File: config.mk
export PLATFORM = sky130hd
export DESIGN_NAME = cpu_sequencer
export DESIGN_NICKNAME = d
export VERILOG_FILES = /design/src/rtl/tiny_cpu_pkg.sv /design/src/rtl/seq_decode.sv /design/src/rtl/cpu_sequencer.sv
export SDC_FILE = /design/constraint.sdc
export NUM_CORES = 1
export LEC_CHECK = 0
export BUFFER_PORTS_ARGS = -buffer_cell sky130_fd_sc_hd__buf_2
export CELL_PAD_IN_SITES_DETAIL_PLACEMENT = 0
export CELL_PAD_IN_SITES_GLOBAL_PLACEMENT = 1
export CORE_MARGIN = 2
export CORE_UTILIZATION = 40
export CTS_BUF_LIST = sky130_fd_sc_hd__clkbuf_8
export DETAILED_ROUTE_END_ITERATION = 12
export PLACE_DENSITY = 0.92
export SLEW_MARGIN = 25
export SYNTH_ARGS = -nofsm -noshare
export SYNTH_HDL_FRONTEND = slang
export SYNTH_SLANG_ARGS = --single-unit
File: constraint.sdc
create_clock -name CLK -period 4.3 [get_ports CLK]
set_clock_uncertainty 0.1 [all_clocks]
set_input_delay 0.645 -clock CLK [delete_from_list [all_inputs] [get_ports CLK]]
set_output_delay 0.645 -clock CLK [all_outputs]
set_load 0.01 [all_outputs]
File: src/rtl/tiny_cpu_pkg.sv
// Shared types and encodings for the tiny RV32I-subset core.
// Used by the sequencer, its decoder and the datapath.
package tiny_cpu_pkg;

  localparam logic [6:0] OP_RTYPE = 7'b0110011;
  localparam logic [6:0] OP_ITYPE = 7'b0010011;

  localparam logic [1:0] FLT_NONE = 2'b00;
  localparam logic [1:0] FLT_ILL  = 2'b01;
  localparam logic [1:0] FLT_TMO  = 2'b10;

  typedef enum logic [2:0] {
    IDLE,
    FETCH,
    WAIT,
    DECODE,
    EXEC,
    WB,
    HALT
  } seq_state_t;

endpackage

File: src/rtl/seq_decode.sv
// Combinational instruction classifier: ir -> type flags and rd.
// Shared between the sequencer and the datapath.
module seq_decode
  import tiny_cpu_pkg::*;
(
  input  logic [31:0] ir,
  output logic        is_rtype,
  output logic        is_itype,
  output logic        is_nop,
  output logic        illegal,
  output logic [4:0]  rd
);

  assign rd = ir[11:7];

  always_comb begin
    is_rtype = 1'b0;
    is_itype = 1'b0;
    is_nop   = 1'b0;
    illegal  = 1'b0;
    unique case (1'b1)
      (ir == 32'h0):         is_nop   = 1'b1;
      (ir[6:0] == OP_RTYPE): is_rtype = 1'b1;
      (ir[6:0] == OP_ITYPE): is_itype = 1'b1;
      default:               illegal  = 1'b1;
    endcase
  end

endmodule

File: src/rtl/cpu_sequencer.sv
// Multi-cycle fetch/decode/writeback control FSM for the tiny core.
// Define CPU_SEQ_RETIRE_CNT_EN to add the retire_cnt output.
module cpu_sequencer
  import tiny_cpu_pkg::*;
#(
  parameter int ROM_DEPTH = 16,
  parameter int PC_W      = $clog2(ROM_DEPTH),
  parameter int FETCH_TMO = 255
) (
  input  logic            CLK,
  input  logic            RST,
  input  logic            tick,
  input  logic            run,
  input  logic            step,
  output logic            imem_req,
  output logic [PC_W-1:0] imem_addr,
  input  logic            imem_ack,
  input  logic [31:0]     imem_rdata,
  output logic [31:0]     ir,
  output logic [PC_W-1:0] pc,
  output logic            rf_we,
  output logic [4:0]      rf_waddr,
  output logic            is_rtype,
  output logic            is_itype,
  output logic            busy,
  output logic [1:0]      fault
`ifdef CPU_SEQ_RETIRE_CNT_EN
  ,
  output logic [15:0]     retire_cnt
`endif
);

  localparam int TMO_W = $clog2(FETCH_TMO + 1);

  seq_state_t      state, state_d;
  logic [TMO_W-1:0] tmo_cnt;
  logic             tmo_hit;
  logic             step_pend;
  logic             is_nop, illegal;
  logic [4:0]       rd;
  logic [PC_W-1:0]  pc_inc;

  seq_decode u_dec (
    .ir       (ir),
    .is_rtype (is_rtype),
    .is_itype (is_itype),
    .is_nop   (is_nop),
    .illegal  (illegal),
    .rd       (rd)
  );

  assign imem_addr = pc;
  assign rf_waddr  = rd;
  assign tmo_hit   = (tmo_cnt == TMO_W'(FETCH_TMO - 1));
  // Wrap by compare so non-power-of-two ROM depths also work
  assign pc_inc    = (pc == PC_W'(ROM_DEPTH - 1)) ? '0 : pc + 1'b1;

  always_ff @(posedge CLK or posedge RST) begin
    if (RST) state <= IDLE;
    else     state <= state_d;
  end

  always_comb begin
    state_d = state;
    unique case (state)
      IDLE:
        if (tick && (run || step || step_pend))
          state_d = FETCH;
      FETCH:
        if (tick) state_d = WAIT;
      WAIT:
        if (imem_ack)             state_d = DECODE;
        else if (tick && tmo_hit) state_d = HALT;
      DECODE:
        if (tick) begin
          if (illegal)     state_d = HALT;
          else if (is_nop) state_d = WB;
          else             state_d = EXEC;
        end
      EXEC:
        if (tick) state_d = WB;
      WB:
        if (tick) state_d = run ? FETCH : IDLE;
      HALT:
        state_d = HALT;
      default:
        state_d = IDLE;
    endcase
  end

  always_comb begin
    busy  = (state != IDLE) && (state != HALT);
    rf_we = (state == WB) && tick &&
            (is_rtype || is_itype) && (rd != 5'd0);
  end

  always_ff @(posedge CLK or posedge RST) begin
    if (RST) begin
      pc        <= '0;
      ir        <= '0;
      imem_req  <= 1'b0;
      tmo_cnt   <= '0;
      fault     <= FLT_NONE;
      step_pend <= 1'b0;
    end else begin
      if (state == IDLE && step && !run)
        step_pend <= 1'b1;
      if (state == FETCH && tick) begin
        imem_req <= 1'b1;
        tmo_cnt  <= '0;
      end
      if (state == WAIT) begin
        if (imem_ack) begin
          ir       <= imem_rdata;
          imem_req <= 1'b0;
        end else if (tick) begin
          if (tmo_hit) begin
            imem_req <= 1'b0;
            fault    <= FLT_TMO;
          end else begin
            tmo_cnt <= tmo_cnt + 1'b1;
          end
        end
      end
      if (state == DECODE && tick && illegal)
        fault <= FLT_ILL;
      if (state == WB && tick) begin
        pc        <= pc_inc;
        step_pend <= 1'b0;
      end
    end
  end

`ifdef CPU_SEQ_RETIRE_CNT_EN
  always_ff @(posedge CLK or posedge RST) begin
    if (RST)                     retire_cnt <= '0;
    else if (state == WB && tick) retire_cnt <= retire_cnt + 16'd1;
  end
`endif

endmodule

==> results.tsv, run 1 <==
stage	metric	value	unit
sta	slew_viol_final	0	
clock_network	cts_tree	built	
outcome	status	complete, no violations	
finish	area.growth.synth_to_final	23.4	%
floorplanning	ioPinCount	90	
sta	period_minus_slack	2.48	ns
power_and_ir_drop	power_density	686	mW/mm^2
synth	synthMuxAreaShare	15.7	%
synth	synthXorXnorAreaFrac	0.363	%
synth	synth_top_area_cell	dfrtp_1	
clock_network	clock_latency	0.29	ns
detailed_routing	firstDrtPassIters	4	
synth	netlist.area_leader.share	52.9	%
sta	fmax	0.404	GHz
detailed_routing	vias_per_cell	5.12	
worst_setup_path	worst_path_most_repeated_cell	nor3_1	
synth	synth_top_family_by_area	multiplexers	
global_routing	grtUsageTotal	15.7	%
global_routing	grt_pass1_wl	7980	um
placement	hpwl	3810	um
placement	port_buffers	89	
placement	placed_area	0.00286	mm^2
clock_network	hold_buffers	0	
worst_setup_path	critPathKind	reg -> out	
finish	nets	331	
finish	diodes	0	
synth	post_synth.cell_area_avg	11.5	um^2
clock_network	h-tree-depth	2	
synth	synth.area.top_cells	dfrtp_1, mux2_2, buf_4	
floorplanning	fp.dieW	81.7	um
global_routing	grt_max_degree	52	
detailed_routing	via_count	1874	
sta	period_share	57.6	%
synth	yosys.area_share.simple	14.3	%
synth	synth_common_cells	dfrtp_1, mux2_2, nand2_1	
synth	synth_nets	250	
detailed_routing	routedWlPerCell	13.8	um
sta	relSlewSlack	58.4	%
sta	rsz0062_at_grt	false	
worst_setup_path	cp_cell_sequence	nor3_1, nand4_1, nor3_1, buf_2	
power_and_ir_drop	p_leak	1.44	nW
sta	tns	0	ns
synth	synthesis.area	0.00241	mm^2
worst_setup_path	worstPathMaxFanout	4	
clock_network	root_buffer	clkbuf_8	
flow_run	drv_cap	0	
clock_network	clkSlewWorstSetupHoldPaths	0.09	ns
finish	drive_above_1_share	46.0	%
global_routing	grt_antenna_before_repair	0	
detailed_routing	drtIter0Drc	51	
worst_setup_path	critPathCaptureType	primary output	
finish	stdcell_area	0.00298	mm^2
synth	synth_edf_count	0	
synth	yosys_register_bits	51	
synth	yosys_warnings	0	
worst_setup_path	crit_buf_inv	1	
clock_network	numCtsBuffers	5	
detailed_routing	postRouteAntennaNets	0	
synth	synth_compound_area_share	9.65	%
detailed_routing	wirelength	5050	um
detailed_routing	drc_errors	0	
worst_setup_path	cp_top_family	simple AND/OR/NAND/NOR gates	
power_and_ir_drop	vdd_ir_drop_max	0.293	mV
floorplanning	start_util	41.0	%
worst_setup_path	cp.arrival	1.73	ns
worst_setup_path	slowest_delay	0.41	ns
finish	fill_cells	555	
floorplanning	coreArea	0.00589	mm^2
placement	gp_congestion	0.785	
clock_network	post_cts_buffers	0	
global_routing	grt_overflow	0	
sta	worst_pin_slew	0.625	ns
clock_network	clock_path_buffers	2	
synth	synth.most_common_cell	dfrtp_1	
worst_setup_path	slowest_stage	dfrtp_1	
clock_network	cts.sinks	51	
worst_setup_path	start_kind	flop	
global_routing	first_global_vias	1679	
synth	synth_cells	209	
worst_hold_path	hp-class	in -> async	
worst_setup_path	critPathRequiredTime	3.56	ns
sta	hold_violations	0	
synth	synth_seq_area_share	52.9	%
sta	setup_ws	1.82	ns
clock_network	cts_resized	0	
synth	async_flop_share	100	%
placement	place_ws	2.09	ns
synth	ys_types	38	
floorplanning	die_area	0.00667	mm^2
synth	synth_fa_ha_area_share	1.56	%
synth	ys_dominant_reg_cell	dfrtp_1	
floorplanning	dieHeight	81.7	um
floorplanning	rows	28	
sta	finalSetupViolCount	0	
flip-flops by register name (all words and copies together) (netlist names):
name       cells
imem_addr      4
ir            32
state          3
fault          2
imem_req       1
step_pend      1
tmo_cnt        8
power by group:
part	leakage (nW)	internal [W]	switching [W]
Clock	0.0612	0.000188	0.000150
Combinational	0.755	0.000406	0.000393
Sequential	0.624	0.000690	0.000215
Total	1.44	0.00128	0.000757
layout by cell type, fill, tap and decap left out, drive strengths merged, types with 4 or more instances in the layout:
cell,synthesis,final
nor2,8,8
a21oi,9,9
inv,7,7
nor3,4,4
mux2,31,31
clkbuf,2,6
dfrtp,51,51
nand3,12,12
o21ai,12,12
nand2,14,14
buf,14,90
nor4,7,7
nand4,5,5
cell families (layout without fill, tap and decap cells):
| family | count (synthesis) | count (layout) |
|---|---|---|
| DFF | 51 | 51 |
| buffers and inverters | 23 | 105 |
| adders and majority gates | 3 | 3 |
| and+or+nand+nor | 62 | 62 |
| AOI/OAI and AO/OA | 35 | 35 |
| muxes | 34 | 34 |
| xor gates and xnor gates | 1 | 1 |
through the flow:
stage	instances	hold WS, ns	util, %	total power (W)
finish	366	0.327	50.6	0.00204
global route	366	0.378	50.6	0.00219
CTS	366	0.342	50.6	0.00207
detailed placement	358	0.375	48.6	0.00173
global placement	358	0.368	48.6	0.00170
floorplan	209	0.346	-	0.00143
path summary, 6_finish.rpt:
check | start | endpoint | slack [ns] | depth (start not counted)
worst max-delay path | ir[2] | rf_we | 1.82 | 4
worst min-delay path | RST | ir[26] | 0.33 | 2
worst max register to register | state[0] | tmo_cnt[7] | 2.33 | 5
worst min register to register | tmo_cnt[7] | tmo_cnt[7] | 0.38 | 1
max in group asynchronous | RST | ir[10] | 3.35 | 2
min in group CLK | tmo_cnt[7] | tmo_cnt[7] | 0.38 | 1
layer usage:
layer / share of wire, % / GRT usage, % / up-vias
met5: 0 / 0 / -
li1: - / - / 911
met2: 49 / 25.7 / 52
met1: 44 / 20.1 / 905
met3: 6.0 / 4.73 / 6
met4: 1.1 / 4.50 / 0
final cells by class:
type                    count  area [um^2]  share of cell area [%]
multi-input cells         135         1010                    33.9
flip-flops and latches     51         1280                    42.9
clock buffers               6         82.6                    2.77
repair buffers             90          453                    15.2
inverters                   7         28.8                   0.966
clock inverters             2         35.0                    1.18
well taps                  75         93.8                    3.15
Power figures use the tool's default switching activity.
==> run 2: changes to the inputs <==
--- a/config.mk
+++ b/config.mk
@@ -5,14 +5,15 @@
 export SDC_FILE = /design/constraint.sdc
 export NUM_CORES = 1
 export LEC_CHECK = 0
+export ABC_AREA = 1
 export BUFFER_PORTS_ARGS = -buffer_cell sky130_fd_sc_hd__buf_2
 export CELL_PAD_IN_SITES_DETAIL_PLACEMENT = 0
 export CELL_PAD_IN_SITES_GLOBAL_PLACEMENT = 1
 export CORE_MARGIN = 2
-export CORE_UTILIZATION = 40
+export CORE_UTILIZATION = 39
 export CTS_BUF_LIST = sky130_fd_sc_hd__clkbuf_8
 export DETAILED_ROUTE_END_ITERATION = 12
-export PLACE_DENSITY = 0.92
+export PLACE_DENSITY = 0.9
 export SLEW_MARGIN = 25
 export SYNTH_ARGS = -nofsm -noshare
 export SYNTH_HDL_FRONTEND = slang
==> constraint.sdc (replaced) <==
create_clock -name CLK -period 2.3 [get_ports CLK]
set_clock_uncertainty 0.1 [all_clocks]
set_input_delay 0.345 -clock CLK [delete_from_list [all_inputs] [get_ports CLK]]
set_output_delay 0.345 -clock CLK [all_outputs]
set_load 0.01 [all_outputs]
==> run 2 against run 1 <==
- first-iteration DRC count down 14%
- utilization is 2.6 points lower
- combinational power grew 130%
- total power is 98% higher
- count of clock-buffer cells in the layout stayed put
- final cell count rose by 20%
- die area is 13% higher
- routed wire length rose by 12%
- sequential cell count stayed put
- critical path type unchanged
- largest cell class unchanged
==> results.tsv, run 2 <==
stage	metric	value	unit
clock_network	root_buffer	clkbuf_8	
clock_network	cts.sinks	51	
power_and_ir_drop	p_clk_share	12.9	%
power_and_ir_drop	power	0.00405	W
power_and_ir_drop	seqPwrFrac	41.5	%
clock_network	clock_path_buffers	2	
synth	ys_types	32	
sta	fmax	0.486	GHz
placement	place_ws	0.563	ns
sta	hold_violations	0	
floorplanning	coreArea	0.00672	mm^2
synth	synth.area.top_cells	dfrtp_1, mux2_4, nand2_1	
sta	setup_ws	0.242	ns
clock_network	clock_latency	0.30	ns
clock_network	hold_buffers	1	
synth	async_flop_share	100	%
placement	gp_congestion	0.805	
worst_hold_path	hp-class	in -> reg	
power_and_ir_drop	internal_power	0.00245	W
sta	rsz0062_at_grt	false	
detailed_routing	routed-wl-met3	343	um
sta	period_minus_slack	2.06	ns
worst_setup_path	critical_path.startpoint	state[1]	
worst_setup_path	critPathCaptureType	primary output	
detailed_routing	postRouteAntennaNets	0	
placement	hpwl	4270	um
global_routing	grt_pass1_wl	8960	um
worst_setup_path	cp-endpoint	rf_we	
worst_setup_path	cp.arrival	1.61	ns
synth	post_synth.cell_area_avg	9.79	um^2
synth	yosys_register_bits	51	
finish	drive_above_1_share	40.2	%
finish	stdcell_area	0.00322	mm^2
worst_setup_path	r2r_start	state[2]	
synth	synth_seq_area_share	47.6	%
clock_network	clkSlewWorstSetupHoldPaths	0.09	ns
synth	yosys_warnings	0	
synth	synth_top_area_cell	dfrtp_1	
global_routing	grtUsageTotal	15.3	%
finish	diodes	0	
worst_setup_path	worstPathMaxFanout	7	
detailed_routing	m1WireLength	2640	um
floorplanning	start_util	39.9	%
synth	synth_edf_count	0	
flow_run	drv_cap	0	
clock_network	cts_tree	built	
sta	worst_hold_slack	0.170	ns
detailed_routing	via_count	2085	
synth	synth_nets	315	
detailed_routing	firstDrtPassIters	6	
sta	worst_pin_slew	0.445	ns
finish	largest_register_ffs	32	
global_routing	grt_antenna_before_repair	0	
worst_setup_path	critPathRequiredTime	1.86	ns
floorplanning	ioPinCount	90	
clock_network	numCtsBuffers	5	
clock_network	post_cts_buffers	0	
finish	area.growth.synth_to_final	20.1	%
finish	nets	402	
worst_setup_path	start_kind	flop	
finish	final_cell_mix	buf_2, nand2_1, dfrtp_1, nor2_1	
outcome	status	complete, no violations	
global_routing	grt_overflow	0	
worst_setup_path	reg2reg_depth	5	
worst_setup_path	ff2ff_setup_slack	0.67	ns
synth	netlist.area_leader.share	47.6	%
clock_network	cts_resized	0	
placement	port_buffers	89	
global_routing	first_global_vias	1963	
sta	tns	0	ns
clock_network	h-tree-depth	2	
floorplanning	fp.dieW	86.9	um
finish	largest-register	ir	
finish	final_common_cell	buf_2	
power_and_ir_drop	comb_power_share	45.6	%
synth	synth_cells	274	
synth	ys_dominant_reg_cell	dfrtp_1	
power_and_ir_drop	p_leak	1.73	nW
power_and_ir_drop	sw_frac_of_total	39.4	%
sta	finalSetupViolCount	0	
detailed_routing	drtIter0Drc	44	
sta	slew_viol_final	0	
detailed_routing	vias_per_cell	4.73	
worst_setup_path	critPathKind	reg -> out	
floorplanning	dieHeight	86.9	um
detailed_routing	dr_wl_met2	2630	um
placement	placed_area	0.00312	mm^2
worst_setup_path	r2r_end	ir[14]	
detailed_routing	routedWlPerCell	12.9	um
detailed_routing	top_layer_used	met4	
detailed_routing	wirelength	5670	um
power_and_ir_drop	vdd_ir_drop_max	0.552	mV
sta	relSlewSlack	70.3	%
synth	synth_common_cells	dfrtp_1, nand2_1, nor2_1	
detailed_routing	drc_errors	0	
global_routing	grt_max_degree	37	
power_and_ir_drop	power_density	1260	mW/mm^2
sta	period_share	89.5	%
floorplanning	rows	30	
synth	synthesis.area	0.00268	mm^2
floorplanning	die_area	0.00756	mm^2
power_and_ir_drop	p_switching	0.00159	W
[run 2: cell count changes after synthesis, sizes merged, moves of 3 or more]
cell   change
a21oi      -3
and3       -3
inv       +24
mux2i      -3
nand2     +41
nand3      +7
nor2      +33
nor4       -5
xor2       +3
[run 2: critical path, stage by stage, from the launching register on]
cell and delay, ns:
dfrtp_1 0.45, inv_1 0.09, nand3_1 0.10, nor2_2 0.24
inv_2 0.08, nor3_1 0.18, buf_2 0.16
[run 2: metal layers]
layer	up-vias	track usage, %
met2	67	26.5
met4	0	4.26
li1	1049	-
met5	-	0
met1	964	18.9
met3	5	3.79
[run 2: how the worst min path moves through the flow]
stage / from / to / cells past startpoint / slack (ns)
6_report: imem_rdata[19] / ir[19] / 2 / 0.17
5_1_grt: imem_rdata[22] / ir[22] / 2 / 0.15
2_1_floorplan: tmo_cnt[7] / tmo_cnt[7] / 1 / 0.34
3_3_place_gp: RST / imem_addr[3] / 2 / 0.28
3_5_place_dp: RST / imem_addr[1] / 2 / 0.28
4_1_cts: imem_rdata[22] / ir[22] / 2 / 0.16
[run 2: area by class of cell]
type                    count  area [um^2]
clock buffers               6         82.6
clock inverters             1         5.00
fillers                   667         3500
inverters                  31          119
multi-input cells         180         1170
flip-flops and latches     51         1280
well taps                  80          100
repair buffers             92          470
[run 2: power by group through the flow]
stage / Sequential [W] / Combinational, W / Clock [W]
6_report: 0.00168 / 0.00185 / 0.000523
5_1_grt: 0.00174 / 0.00205 / 0.000580
4_1_cts: 0.00168 / 0.00188 / 0.000538
3_5_place_dp: 0.00170 / 0.00187 / 0
3_3_place_gp: 0.00167 / 0.00185 / 0
2_1_floorplan: 0.00178 / 0.00122 / 0
[run 2: cell families after synthesis]
family / after synthesis / share of synthesized area (%)
flops: 51 / 47.6
simple gates: 125 / 21.5
fa+ha+maj: 3 / 1.40
buf+inv: 43 / 8.86
xor+xnor: 4 / 1.31
mux: 29 / 15.5
compound gates: 19 / 3.78
[run 2: through the flow]
step / std cells / util, %
2_1_floorplan: 274 / -
3_3_place_gp: 433 / 46.5
3_5_place_dp: 433 / 46.5
4_1_cts: 441 / 48.0
5_1_grt: 441 / 48.0
6_report: 441 / 48.0
